===== config.mk =====
export PLATFORM = sky130hd
export DESIGN_NAME = ser_4_to_2
export DESIGN_NICKNAME = d
export VERILOG_FILES = /design/src/rtl/ser_4_to_2.sv
export SDC_FILE = /design/constraint.sdc
export NUM_CORES = 1
export LEC_CHECK = 0
export BUFFER_PORTS_ARGS = -buffer_cell sky130_fd_sc_hd__clkbuf_2
export CORE_MARGIN = 2
export CORE_UTILIZATION = 35
export DETAILED_ROUTE_END_ITERATION = 16
export GPL_ROUTABILITY_DRIVEN = 0
export PLACE_DENSITY_LB_ADDON = 0.05
export SLEW_MARGIN = 15
export SYNTH_ARGS = -nofsm -noshare
export SYNTH_HDL_FRONTEND = slang
export SYNTH_SLANG_ARGS = --single-unit

===== constraint.sdc =====
create_clock -name i_clk -period 0.9 [get_ports i_clk]
set_input_delay 0.09 -clock i_clk [delete_from_list [all_inputs] [get_ports i_clk]]
set_output_delay 0.09 -clock i_clk [all_outputs]
set_load 0.05 [all_outputs]

===== src/rtl/ser_4_to_2.sv =====
// 4-bit to 2-bit serializer with a one-entry input buffer and a registered IDLE/LO/HI engine.
// Optional underflow counter on o_uflow_cnt is enabled by defining SER_4_TO_2_UFLOW_CNT_EN.
module ser_4_to_2 (
    input  logic       i_clk,
    input  logic       i_rst,
    input  logic       i_en,
    input  logic [3:0] i_dat,
    input  logic       i_vld,
    output logic       o_rdy,
    output logic [1:0] o_dat,
    output logic       o_vld,
    output logic       o_frame
`ifdef SER_4_TO_2_UFLOW_CNT_EN
    ,
    output logic [7:0] o_uflow_cnt
`endif
);

    typedef enum logic [1:0] {
        IDLE,
        LO,
        HI
    } state_t;

    state_t     state_q, state_d;
    logic       buf_vld_q, buf_vld_d;
    logic [3:0] buf_dat_q, buf_dat_d;
    logic [1:0] shift_q, shift_d;
    logic [1:0] dat_q, dat_d;
    logic       vld_q, vld_d;
    logic       frame_q, frame_d;
    logic       rdy_q, rdy_d;
    logic       accept;
    logic       load;

`ifdef SER_4_TO_2_UFLOW_CNT_EN
    logic [7:0] uflow_q, uflow_d;
`endif

    always_comb begin
        state_d   = state_q;
        buf_vld_d = buf_vld_q;
        buf_dat_d = buf_dat_q;
        shift_d   = shift_q;
        dat_d     = dat_q;
        vld_d     = vld_q;
        frame_d   = frame_q;

        accept = i_vld && rdy_q;
        load   = (state_q != LO) && buf_vld_q && i_en;

        // Accept needs an empty buffer and load needs a full one, so they never collide.
        if (accept) begin
            buf_vld_d = 1'b1;
            buf_dat_d = i_dat;
        end else if (load) begin
            buf_vld_d = 1'b0;
        end

        case (state_q)
            LO: begin
                state_d = HI;
                dat_d   = shift_q;
                vld_d   = 1'b1;
                frame_d = 1'b0;
            end
            default: begin
                if (load) begin
                    state_d = LO;
                    shift_d = buf_dat_q[3:2];
                    dat_d   = buf_dat_q[1:0];
                    vld_d   = 1'b1;
                    frame_d = 1'b1;
                end else begin
                    state_d = IDLE;
                    dat_d   = 2'b00;
                    vld_d   = 1'b0;
                    frame_d = 1'b0;
                end
            end
        endcase

        rdy_d = !buf_vld_d;
    end

`ifdef SER_4_TO_2_UFLOW_CNT_EN
    // A stream gap while enabled: finishing a word with nothing ready to follow.
    always_comb begin
        uflow_d = uflow_q;
        if ((state_q == HI) && !load && i_en && (uflow_q != 8'hFF)) begin
            uflow_d = uflow_q + 8'd1;
        end
    end
`endif

    always_ff @(posedge i_clk) begin
        if (i_rst) begin
            state_q   <= IDLE;
            buf_vld_q <= 1'b0;
            buf_dat_q <= 4'h0;
            shift_q   <= 2'b00;
            dat_q     <= 2'b00;
            vld_q     <= 1'b0;
            frame_q   <= 1'b0;
            rdy_q     <= 1'b1;
`ifdef SER_4_TO_2_UFLOW_CNT_EN
            uflow_q   <= 8'h00;
`endif
        end else begin
            state_q   <= state_d;
            buf_vld_q <= buf_vld_d;
            buf_dat_q <= buf_dat_d;
            shift_q   <= shift_d;
            dat_q     <= dat_d;
            vld_q     <= vld_d;
            frame_q   <= frame_d;
            rdy_q     <= rdy_d;
`ifdef SER_4_TO_2_UFLOW_CNT_EN
            uflow_q   <= uflow_d;
`endif
        end
    end

    assign o_rdy   = rdy_q;
    assign o_dat   = dat_q;
    assign o_vld   = vld_q;
    assign o_frame = frame_q;
`ifdef SER_4_TO_2_UFLOW_CNT_EN
    assign o_uflow_cnt = uflow_q;
`endif

endmodule


# --- After elaboration in Yosys (flattened, before gate mapping) ---
# Cells that the tools add are included.
totals:
  ram_bits: 0
  output_inout_bits: 5
  rom_bits: 0
  memories: 0
  wordCells: 26
  latch_bits: 0
  regBits: 14
op_classes:
  n_reduce_logical: 6
  n_addsub: 0
  eq_ne: 2
  bitwise_logic: 1
  muxes: 8
  mul: 0
  n_div: 0
  n_shift: 0
  magnitude_cmp: 0
ops:
  columns: ["operator", "count"]
  rows:
  - ["2-bit two-way mux", 3]
  - ["1-bit two-way mux", 5]
  - ["1-bit logical AND", 3]
  - ["2-bit by 1-bit == test with 1-bit output (second input constant)", 1]
  - ["2-bit by 1-bit != test with 1-bit output (second input constant)", 1]
  - ["2-bit AND reduction", 1]
  - ["2-bit OR reduction", 1]
  - ["1-bit logical NOT", 1]
  - ["1-bit inverter", 1]

# --- Depth between registers and ports, before layout ---
# Gate-level depths: netlist (run 1).
depth:
  depth_word: 6
  mapped_depth: 4
  mapped_depth_nobuf: 3

# --- Least setup slack after synthesis (run 1) ---
# OpenSTA, ideal clock, no wires.
synth_path:
  path_kind: "reg2reg"
  start: "reg, netlist name o_frame"
  end: "reg rdy_q, in the netlist o_rdy"
  required_ns: 0.784
  synth_period_minus_slack_ns: 1.310
  arrival_ns: 1.194
  setup_time_ns: 0.116
  stages_incl_launch_ff: 5
  n_path_buf: 1
  setup_slack_ns: -0.410
  cell_sequence: "dfxtp_1 -> nand2b_4 -> and3_4 -> buf_6 -> o22a_2"
synth_rtl:
  columns: ["element", "line", "text"]
  rows:
  - ["to (signal assigned)", "117", "rdy_q <= rdy_d;"]
  - ["to (decl)", "32", "logic rdy_q, rdy_d;"]

# --- Worst setup path in the final report (run 1) ---
layout_path:
  start: "reg state_q[1]"
  end: "reg dat_q[0], in the netlist o_dat[0]"
layout_between:
  elab_chain_len: 5
  word_cells_on_any_way: 6
  cone_classes: "eq/ne: 2; mux: 2; reduce/logical: 2"
layout_rtl:
  columns: ["element", "line", "text"]
  rows:
  - ["from (decl)", "25", "state_t state_q, state_d;"]
  - ["from (signal assigned)", "110", "state_q <= state_d;"]
  - ["2-bit by 1-bit != test with 1-bit output", "50", "load = (state_q != LO) && buf_vld_q && i_en;"]
  - ["1-bit logical AND (2 in series)", "50", null]
  - ["2-bit two-way mux", "68", "if (load) begin"]
  - ["2-bit two-way mux *", "60", "case (state_q)"]
  - ["to (signal assigned)", "114", "dat_q <= dat_d;"]
  - ["to (decl)", "29", "logic [1:0] dat_q, dat_d;"]
# Mark *: on every way between the ends. The rest lies on a longest branch, timed or not.
# A chain may end at the register's enable or synchronous reset.

==> results of run 1 <==
==> layer usage <==
metal,global-route usage [%],up-vias
met5,0,-
met4,7.500,0
met3,3.889,2
met2,22.22,13
met1,14.19,164
li1,-,182
==> area by class of cell <==
| class | count | area share [%] |
|---|---|---|
| tap | 15 | 2.976 |
| sequential | 13 | 42.66 |
| clock buffer | 4 | 4.167 |
| timing repair buffer | 13 | 19.25 |
| multi-input combinational | 29 | 30.95 |
==> state kept, by name (all words and copies together) (netlist names) <==
signal and flops:
o_vld 1, o_dat 2, buf_vld_q 1, buf_dat_q 4, o_rdy 1, o_frame 1
shift_q 2, state_q 1
==> where the power goes <==
group	internal (uW)	switching (uW)	leakage, uW
Combinational	89.4	91.5	0.000134
Clock	172	178	0.0000150
Sequential	607	27.0	0.000108
==> what timing repair did <==
item                       in CTS  in global routing
resized for setup              11                  3
cloned                          0                  0
pin swaps                       2                  0
setup endpoints to repair      11                 11
==> cell usage in the layout (no fill, tap or decap) <==
master and instances:
mux2i_1 2, dfxtp_4 2, and4b_4 1, clkbuf_16 2
dfxtp_2 1, nor2_1 1, clkbuf_8 1, nand2b_1 5
nand2_2 1, a21oi_1 4, and3_4 1, a22o_1 2
clkbuf_4 3, clkbuf_1 1, o22a_2 1, buf_4 3
dfxtp_1 10, nand2_1 4, o22ai_1 1, or2_1 1
clkbuf_2 7, nand3_1 4, nand2b_4 1
==> cell families after synthesis <==
kind of cell,count (synthesis),synth area share [%]
AOI/OAI and AO/OA,8,11.50
buffers and inverters,2,3.208
DFF,13,55.62
muxes,2,4.278
and+or+nand+nor,19,25.40
==> per-stage QoR <==
| step | TNS, ns | total power, uW |
|---|---|---|
| after floorplan | -0.6626 | 751.5 |
| after CTS | -0.2548 | 1177 |
| after global placement | -0.07822 | 787.3 |
| after global routing | -0.4174 | 1210 |
| final | -0.1770 | 1165 |
| after detailed placement | -0.1675 | 792.8 |
==> cells in the mapped netlist <==
cell type	n
dfxtp_1	13
nand2_1	5
nand2b_1	5
a21oi_1	4
nand3_1	4
a22o_1	2
mux2i_1	2
and3_4	1
and4b_4	1
buf_6	1
clkbuf_1	1
nand2b_4	1
nor2_1	1
o22a_2	1
o22ai_1	1
or2_1	1
==> worst register-to-register path, cell delays in order (launching register included) <==
cell and delay [ns]:
dfxtp_2 0.32, nand2b_4 0.14, and4b_4 0.19, a22o_1 0.20
==> worst max-delay path by stage <==
stage,slack (ns),startpoint,endpoint,cells past startpoint
2_1_floorplan,-0.15,o_frame,o_rdy,4
3_3_place_gp,-0.03,state_q[1],o_vld,3
3_5_place_dp,-0.05,state_q[1],o_dat[0],3
4_1_cts,-0.05,state_q[1],o_dat[0],3
5_1_grt,-0.08,state_q[1],o_vld,3
6_report,-0.04,state_q[1],o_dat[0],3
==> run_results.csv, run 1 <==
group,metric,value,unit
timing,worst_pin_slew,0.2264,ns
min_path,whs_path_depth,2,
timing,setup_ws,-0.04153,ns
critical_path,cp_num_buf_inv,0,
routing,routedWlPerCell,11.64,um
timing,finalCriticalPeriod,0.9415,ns
clock_network,clk_pin_slew,0.07,ns
routing,ant_nets,0,
final_layout,drive_above_1_share,40.68,%
critical_path,worstSetupPathType,"reg -> reg",
power,peakVddDrop,0.8068,mV
critical_path,start_kind,"register",
critical_path,reg2regPathDepth,3,
critical_path,worst-endpoint-required,1.07,ns
routing,drc,0,
final_layout,fin_area,630.6,sq um
routing,wl_met1,347,um
die,fp.coreArea,0.001269,sq mm
global_route,grt_pass1_vias,343,
critical_path,r2r_setup_slack,-0.04,ns
yosys,netlist_instances,44,
timing,clock_skew,0.001344,ns
critical_path,endpoint_kind,"register",
critical_path,slowest_stage,"dfxtp_2",
timing,hold_viol_final,0,
timing,slew_headroom,84.85,%
yosys,seq_area_frac_synth,55.61,%
timing,setup_viol,6,
clock_network,clkSinkCount,13,
yosys,ys_types,16,
global_route,overflow,0,
die,top_level_ports,13,
place,io_buffers,12,
place,dpl_cell_area,546.8,sq um
critical_path,critical_path.max_fanout,4,
clock_network,cts_buffers,3,
yosys,syn_nets,52,
routing,via_count,361,
run_status,status,"finished, violations left",
job,cap_violations,0,
routing,top_layer_used,"met4",
die,dieArea,0.001646,sq mm
routing,drt-initial-drc-count,5,
yosys,ys_ff_latch,13,
final_layout,utilization,49.70,%
clock_network,cts_tree,"built",
yosys,synth_area_leaders,"dfxtp_1 56%, nand2b_1 6.7%, a21oi_1 4.3%",
clock_network,clock-root-buffer,"clkbuf_4",
final_layout,nFillCells,120,
critical_path,path_cells,"nand2b_4 > and4b_4 > a22o_1",
clock_network,clock_path_buffers,2,
clock_network,hold_buffers,0,
yosys,synth_top_area_share,55.61,%
clock_network,cts_setup_buffers,0,
global_route,grt_pass1_wl,1366,um
min_path,hold_start,"i_rst",
power,powerDensity,1847,mW/mm^2
critical_path,cp_slowest_stage_delay,0.32,ns
final_layout,area_growth,34.76,%
critical_path,rr_endpoint,"o_dat[0]",
final_layout,final_nets,68,
global_route,grt_usage,13.07,%
place,place_hpwl,669.1,um
timing,max_freq,1.062,GHz
final_layout,diodes,0,
die,die_w,40.57,um
global_route,grt_max_degree,11,
clock_network,ctsHtreeMaxLevel,1,
final_layout,instances_no_fill,74,
yosys,yosys_warnings,0,
critical_path,arrival,1.11,ns
min_path,hold_path_class,"in -> reg",
yosys,synth_area_per_cell,10.64,sq um
min_path,whs_endpoint,"state_q[1]",
clock_network,insertion_delay,0.27,ns
routing,wl_met2,442,um
global_route,antenna_found_initial,0,
critical_path,reg2reg_from,"state_q[1]",
routing,vias_per_cell,4.878,
run_status,violations,"negative setup slack",
routing,first_pass_iters,4,
timing,period_share,104.6,%
yosys,yosysTopAreaCell,"dfxtp_1",
power,p_leak,0.0002563,uW
routing,wirelength,861,um
routing,wl_met3,53,um
die,rows,13,
critical_path,critPathTopFamily,"simple AND/OR/NAND/NOR gates",
timing,slew_viol_final,0,
timing,rsz0062_at_grt,"true",
place,preCtsSetupSlack,-0.05423,ns
final_layout,multi_input_area,195.2,sq um
yosys,netlist_area,467.9,sq um
place,dp_cells,70,
timing,hold_ws,0.04700,ns
final_layout,regArea,269.0,sq um
die,fp.dieH,40.57,um
die,start_util,36.88,%
Power figures use the tool's default switching activity.
==> run 2: changes to the inputs <==
- SKIP_LAST_GASP: not set -> 1
==> run 2 against run 1 <==
The flow still finishes with violations (negative setup slack). Final area shrank 0.40%. Register-to-register slack barely moved. First-iteration DRC count shrank 80%. Sequential share of layout area increased by 0.17 points. Clock skew grew 0.0020 ns. Flip-flop and latch count unchanged. Global-route usage increased by 0.23 points. Largest cell class unchanged. Largest power group unchanged. Highest routed layer unchanged.
==> run_results.csv, run 2 (same netlist as run 1, synthesis figures left out) <==
group,metric,value,unit
run_status,status,"finished, violations left",
run_status,violations,"negative setup slack",
clock_network,ctsHtreeMaxLevel,1,
timing,hold_viol_final,0,
die,fp.coreArea,0.001269,sq mm
routing,wl_met2,441,um
die,start_util,36.88,%
clock_network,clk_pin_slew,0.07,ns
place,dp_cells,70,
global_route,grt_usage,13.30,%
critical_path,critical_path.max_fanout,4,
power,powerDensity,1848,mW/mm^2
die,dieArea,0.001646,sq mm
timing,finalCriticalPeriod,0.9441,ns
power,seq_power_share,54.6,%
global_route,overflow,0,
timing,setup_viol,6,
power,power_switching,294.9,uW
power,peakVddDrop,0.7953,mV
routing,first_pass_iters,4,
power,p_total,1161,uW
timing,period_share,104.9,%
routing,drt-initial-drc-count,1,
min_path,hold_path_class,"in -> reg",
timing,setup_ws,-0.04410,ns
routing,top_layer_used,"met4",
critical_path,arrival,1.11,ns
final_layout,top_register,"buf_dat_q",
die,top_level_ports,13,
timing,worst_pin_slew,0.2260,ns
timing,slew_viol_final,0,
final_layout,utilization,49.51,%
place,io_buffers,12,
routing,vias_per_cell,4.840,
final_layout,largest_register_ffs,4,
job,cap_violations,0,
final_layout,instances_no_fill,75,
clock_network,insertion_delay,0.27,ns
routing,wl_met3,51,um
clock_network,cts_tree,"built",
clock_network,cts_buffers,3,
timing,hold_ws,0.04614,ns
die,fp.dieH,40.57,um
critical_path,start_kind,"register",
critical_path,worst-endpoint-required,1.07,ns
power,clkPwrFrac,30.0,%
clock_network,clock-root-buffer,"clkbuf_4",
final_layout,drive_above_1_share,41.67,%
die,rows,13,
timing,slew_headroom,84.87,%
routing,ant_nets,0,
global_route,grt_max_degree,11,
power,p_comb_share,15.5,%
timing,clock_skew,0.003301,ns
final_layout,final_nets,69,
clock_network,clock_path_buffers,2,
routing,wl_met1,344,um
routing,drc,0,
power,p_leak,0.0002552,uW
routing,via_count,363,
critical_path,worstSetupPathType,"reg -> reg",
critical_path,endpoint_kind,"register",
clock_network,clkSinkCount,13,
routing,wirelength,855,um
timing,rsz0062_at_grt,"true",
place,place_hpwl,669.1,um
final_layout,diodes,0,
power,swShare,25.41,%
die,die_w,40.57,um
global_route,grt_pass1_vias,346,
final_layout,final_cell_mix,"10 x dfxtp_1, 7 x clkbuf_2, 5 x nand2b_1",
power,internal-power,865.8,uW
clock_network,hold_buffers,0,
global_route,antenna_found_initial,0,
routing,routedWlPerCell,11.40,um
final_layout,layout_commonest_cell,"dfxtp_1",
final_layout,area_growth,34.22,%
global_route,grt_pass1_wl,1380,um
timing,max_freq,1.059,GHz
-- run 2: cell types whose count changed in the layout (fill, tap and decap cells not counted), sizes merged --
| cell | change |
|---|---|
| buf | +2 |
| clkbuf | -1 |
-- run 2: worst max-delay path, cell delays in order (launching register included) --
cell and delay (ns):
dfxtp_2 0.32, nand2b_4 0.14, and4b_4 0.19, a22o_1 0.20
-- run 2: power groups by stage --
stage               sequential, uW  clock (uW)  combinational [uW]
detailed placement             643           0                 150
finish                         633         348                 179
floorplan                      680           0                71.7
CTS                            632         364                 168
global placement               642           0                 145
global route                   638         377                 195
-- run 2: stage by stage --
stage | setup slack [ns] | cell area, sq um | TNS (ns)
final | -0.04410 | 628.1 | -0.1609
after global routing | -0.08369 | 628.1 | -0.3909
after CTS | -0.05271 | 616.8 | -0.2637
after detailed placement | -0.05423 | 546.8 | -0.1675
after global placement | -0.02878 | 546.8 | -0.07822
after floorplan | -0.1455 | 475.5 | -0.6626
-- run 2: layout make-up --
type,count,area [sq um]
Clock buffer,4,26.28
Fill cell,120,640.6
Multi-Input combinational cell,29,195.2
Sequential cell,13,269.0
Tap cell,15,18.77
Timing Repair Buffer,14,118.9
-- run 2: layer usage --
layer	GRT usage, %	vias to the layer above
li1	-	184
met1	14.86	164
met2	22.62	13
met3	3.333	2
met4	7.500	0
met5	0	-
-- run 2: final timing paths --
kind / slack, ns / startpoint / cells after the start / end
worst min register to register: 0.46 / buf_dat_q[3] / 2 / buf_dat_q[3]
worst max register to register: -0.04 / state_q[1] / 3 / o_dat[0]
worst min-delay path: 0.05 / i_rst / 2 / state_q[1]
worst max-delay path: -0.04 / state_q[1] / 3 / o_dat[0]
-- run 2: timing repair --
| action | in CTS | in global routing |
|---|---|---|
| setup endpoints to repair | 11 | 11 |
| resized for setup | 10 | 4 |
| buffers inserted | 0 | 1 |
| pin swaps | 2 | 0 |
==> run 3: changes to the inputs <==
- RECOVER_POWER: not set -> 100
==> run 3 against run 2 <==
Highest routed layer unchanged. Fmax hardly changed. First-iteration DRC count stayed put. The flow still finishes with violations (negative setup slack). Die area stayed put. Final cell count stayed put. Setup slack hardly changed. Clock power hardly changed. Via count stayed put.
==> run_results.csv, run 3 (same netlist as run 1, synthesis figures left out) <==
group,metric,value,unit
min_path,whs_path_depth,2,
die,start_util,36.88,%
run_status,status,"finished, violations left",
min_path,hold_path_class,"in -> reg",
critical_path,start_kind,"register",
power,swShare,25.35,%
routing,via_count,363,
clock_network,cts_tree,"built",
power,seq_power_share,54.6,%
place,io_buffers,12,
job,cap_violations,0,
power,power_switching,293.6,uW
global_route,antenna_found_initial,0,
global_route,grt_max_degree,11,
routing,ant_nets,0,
place,place_hpwl,669.1,um
global_route,overflow,0,
clock_network,clock-root-buffer,"clkbuf_4",
final_layout,area_growth,32.35,%
global_route,grt_pass1_vias,346,
critical_path,r2r_setup_slack,-0.04,ns
critical_path,path_cells,"nand2b_4 > and4b_4 > a22o_1",
run_status,violations,"negative setup slack",
critical_path,critPathTopFamily,"simple AND/OR/NAND/NOR gates",
power,peakVddDrop,0.7953,mV
power,clkPwrFrac,30.1,%
timing,clock_skew,0.003312,ns
final_layout,utilization,48.82,%
critical_path,worst-endpoint-required,1.07,ns
global_route,met2_usage,22.62,%
clock_network,clkSinkCount,13,
die,top_level_ports,13,
critical_path,rr_endpoint,"o_dat[0]",
timing,max_freq,1.059,GHz
min_path,whs_endpoint,"state_q[1]",
die,fp.coreArea,0.001269,sq mm
critical_path,cp_slowest_stage_delay,0.32,ns
final_layout,drive_above_1_share,40.00,%
clock_network,clk_pin_slew,0.07,ns
power,p_total,1158,uW
global_route,top_usage_layer,"met2",
timing,worst_pin_slew,0.2260,ns
timing,slew_headroom,84.87,%
critical_path,reg2regPathDepth,3,
die,rows,13,
timing,finalCriticalPeriod,0.9441,ns
critical_path,endpoint_kind,"register",
die,fp.dieH,40.57,um
global_route,grt_pass1_wl,1380,um
routing,wirelength,859,um
routing,first_pass_iters,4,
power,p_leak,0.0002536,uW
final_layout,layout_commonest_cell,"dfxtp_1",
timing,setup_viol,6,
global_route,use_met1,14.86,%
routing,drc,0,
critical_path,worstSetupPathType,"reg -> reg",
clock_network,clock_path_buffers,2,
final_layout,final_cell_mix,"10 x dfxtp_1, 7 x clkbuf_2, 5 x nand2_1, 5 x nand2b_1, 5 x buf_4",
global_route,grt_use_met3,3.333,%
critical_path,arrival,1.11,ns
critical_path,slowest_stage,"dfxtp_2",
final_layout,top_register,"buf_dat_q",
die,dieArea,0.001646,sq mm
critical_path,reg2reg_from,"state_q[1]",
clock_network,ctsHtreeMaxLevel,1,
timing,rsz0062_at_grt,"true",
timing,setup_ws,-0.04412,ns
timing,period_share,104.9,%
die,die_w,40.57,um
timing,slew_viol_final,0,
power,powerDensity,1870,mW/mm^2
clock_network,cts_buffers,3,
min_path,hold_start,"i_rst",
routing,drt-initial-drc-count,1,
power,internal-power,864.5,uW
critical_path,critical_path.max_fanout,4,
final_layout,largest_register_ffs,4,
power,p_comb_share,15.4,%
timing,hold_viol_final,0,
global_route,grt_usage,13.30,%
critical_path,cp_num_buf_inv,0,
final_layout,diodes,0,
final_layout,final_nets,69,
routing,routedWlPerCell,11.45,um
routing,vias_per_cell,4.840,
clock_network,insertion_delay,0.27,ns
## run 3: changes by cell type in the layout (fill, tap and decap cells not counted), sizes merged
cell	previous run	this run
buf	5	6
clkbuf	13	12
## run 3: metrics by stage
stage / area (sq um) / setup TNS [ns] / hold WS (ns) / setup slack (ns) / instances
after detailed placement: 546.8 / -0.1675 / 0.3370 / -0.05423 / 70
final: 619.3 / -0.1610 / 0.04612 / -0.04412 / 75
after CTS: 616.8 / -0.2637 / 0.03908 / -0.05271 / 74
after global placement: 546.8 / -0.07822 / 0.3277 / -0.02878 / 70
after global routing: 619.3 / -0.3890 / 0.06187 / -0.08369 / 75
after floorplan: 475.5 / -0.6626 / 0.1911 / -0.1455 / 44
## run 3: layer usage
metal	part of all wire, %	up-vias	wire length (um)
met5	0	-	0
met4	2.0	0	17
met3	6.2	2	53
met2	51	13	441
met1	40	164	346
li1	-	184	-
## run 3: layout make-up
| cell class | instances | area [sq um] |
|---|---|---|
| clock buffers | 4 | 26.28 |
| repair buffers | 14 | 112.6 |
| well taps | 15 | 18.77 |
| flip-flops and latches | 13 | 269.0 |
| fillers | 123 | 649.4 |
| multi-input cells | 29 | 192.7 |
## run 3: worst reg2reg max path: stages (launching register included)
cell      delay [ns]
dfxtp_2         0.32
nand2b_4        0.14
and4b_4         0.19
a22o_1          0.20
## run 3: how the worst max path moves through the flow
| stage | from | end | slack [ns] | cells after the start |
|---|---|---|---|---|
| 3_3_place_gp | state_q[1] | o_vld | -0.03 | 3 |
| 6_report | state_q[1] | o_dat[0] | -0.04 | 3 |
| 4_1_cts | state_q[1] | o_dat[0] | -0.05 | 3 |
| 2_1_floorplan | o_frame | o_rdy | -0.15 | 4 |
| 3_5_place_dp | state_q[1] | o_dat[0] | -0.05 | 3 |
| 5_1_grt | state_q[1] | o_vld | -0.08 | 3 |
## run 3: power by group through the flow
stage | logic [uW] | clock network [uW] | registers, uW
global placement | 145 | 0 | 642
floorplan | 71.7 | 0 | 680
CTS | 168 | 364 | 632
global route | 193 | 377 | 637
finish | 178 | 348 | 632
detailed placement | 150 | 0 | 643
## run 3: what timing repair did
action,CTS,global route
gates resized for setup,10,4
buffers inserted,0,1
hold buffers,0,0
pin swaps,2,0
setup endpoints to repair,11,11
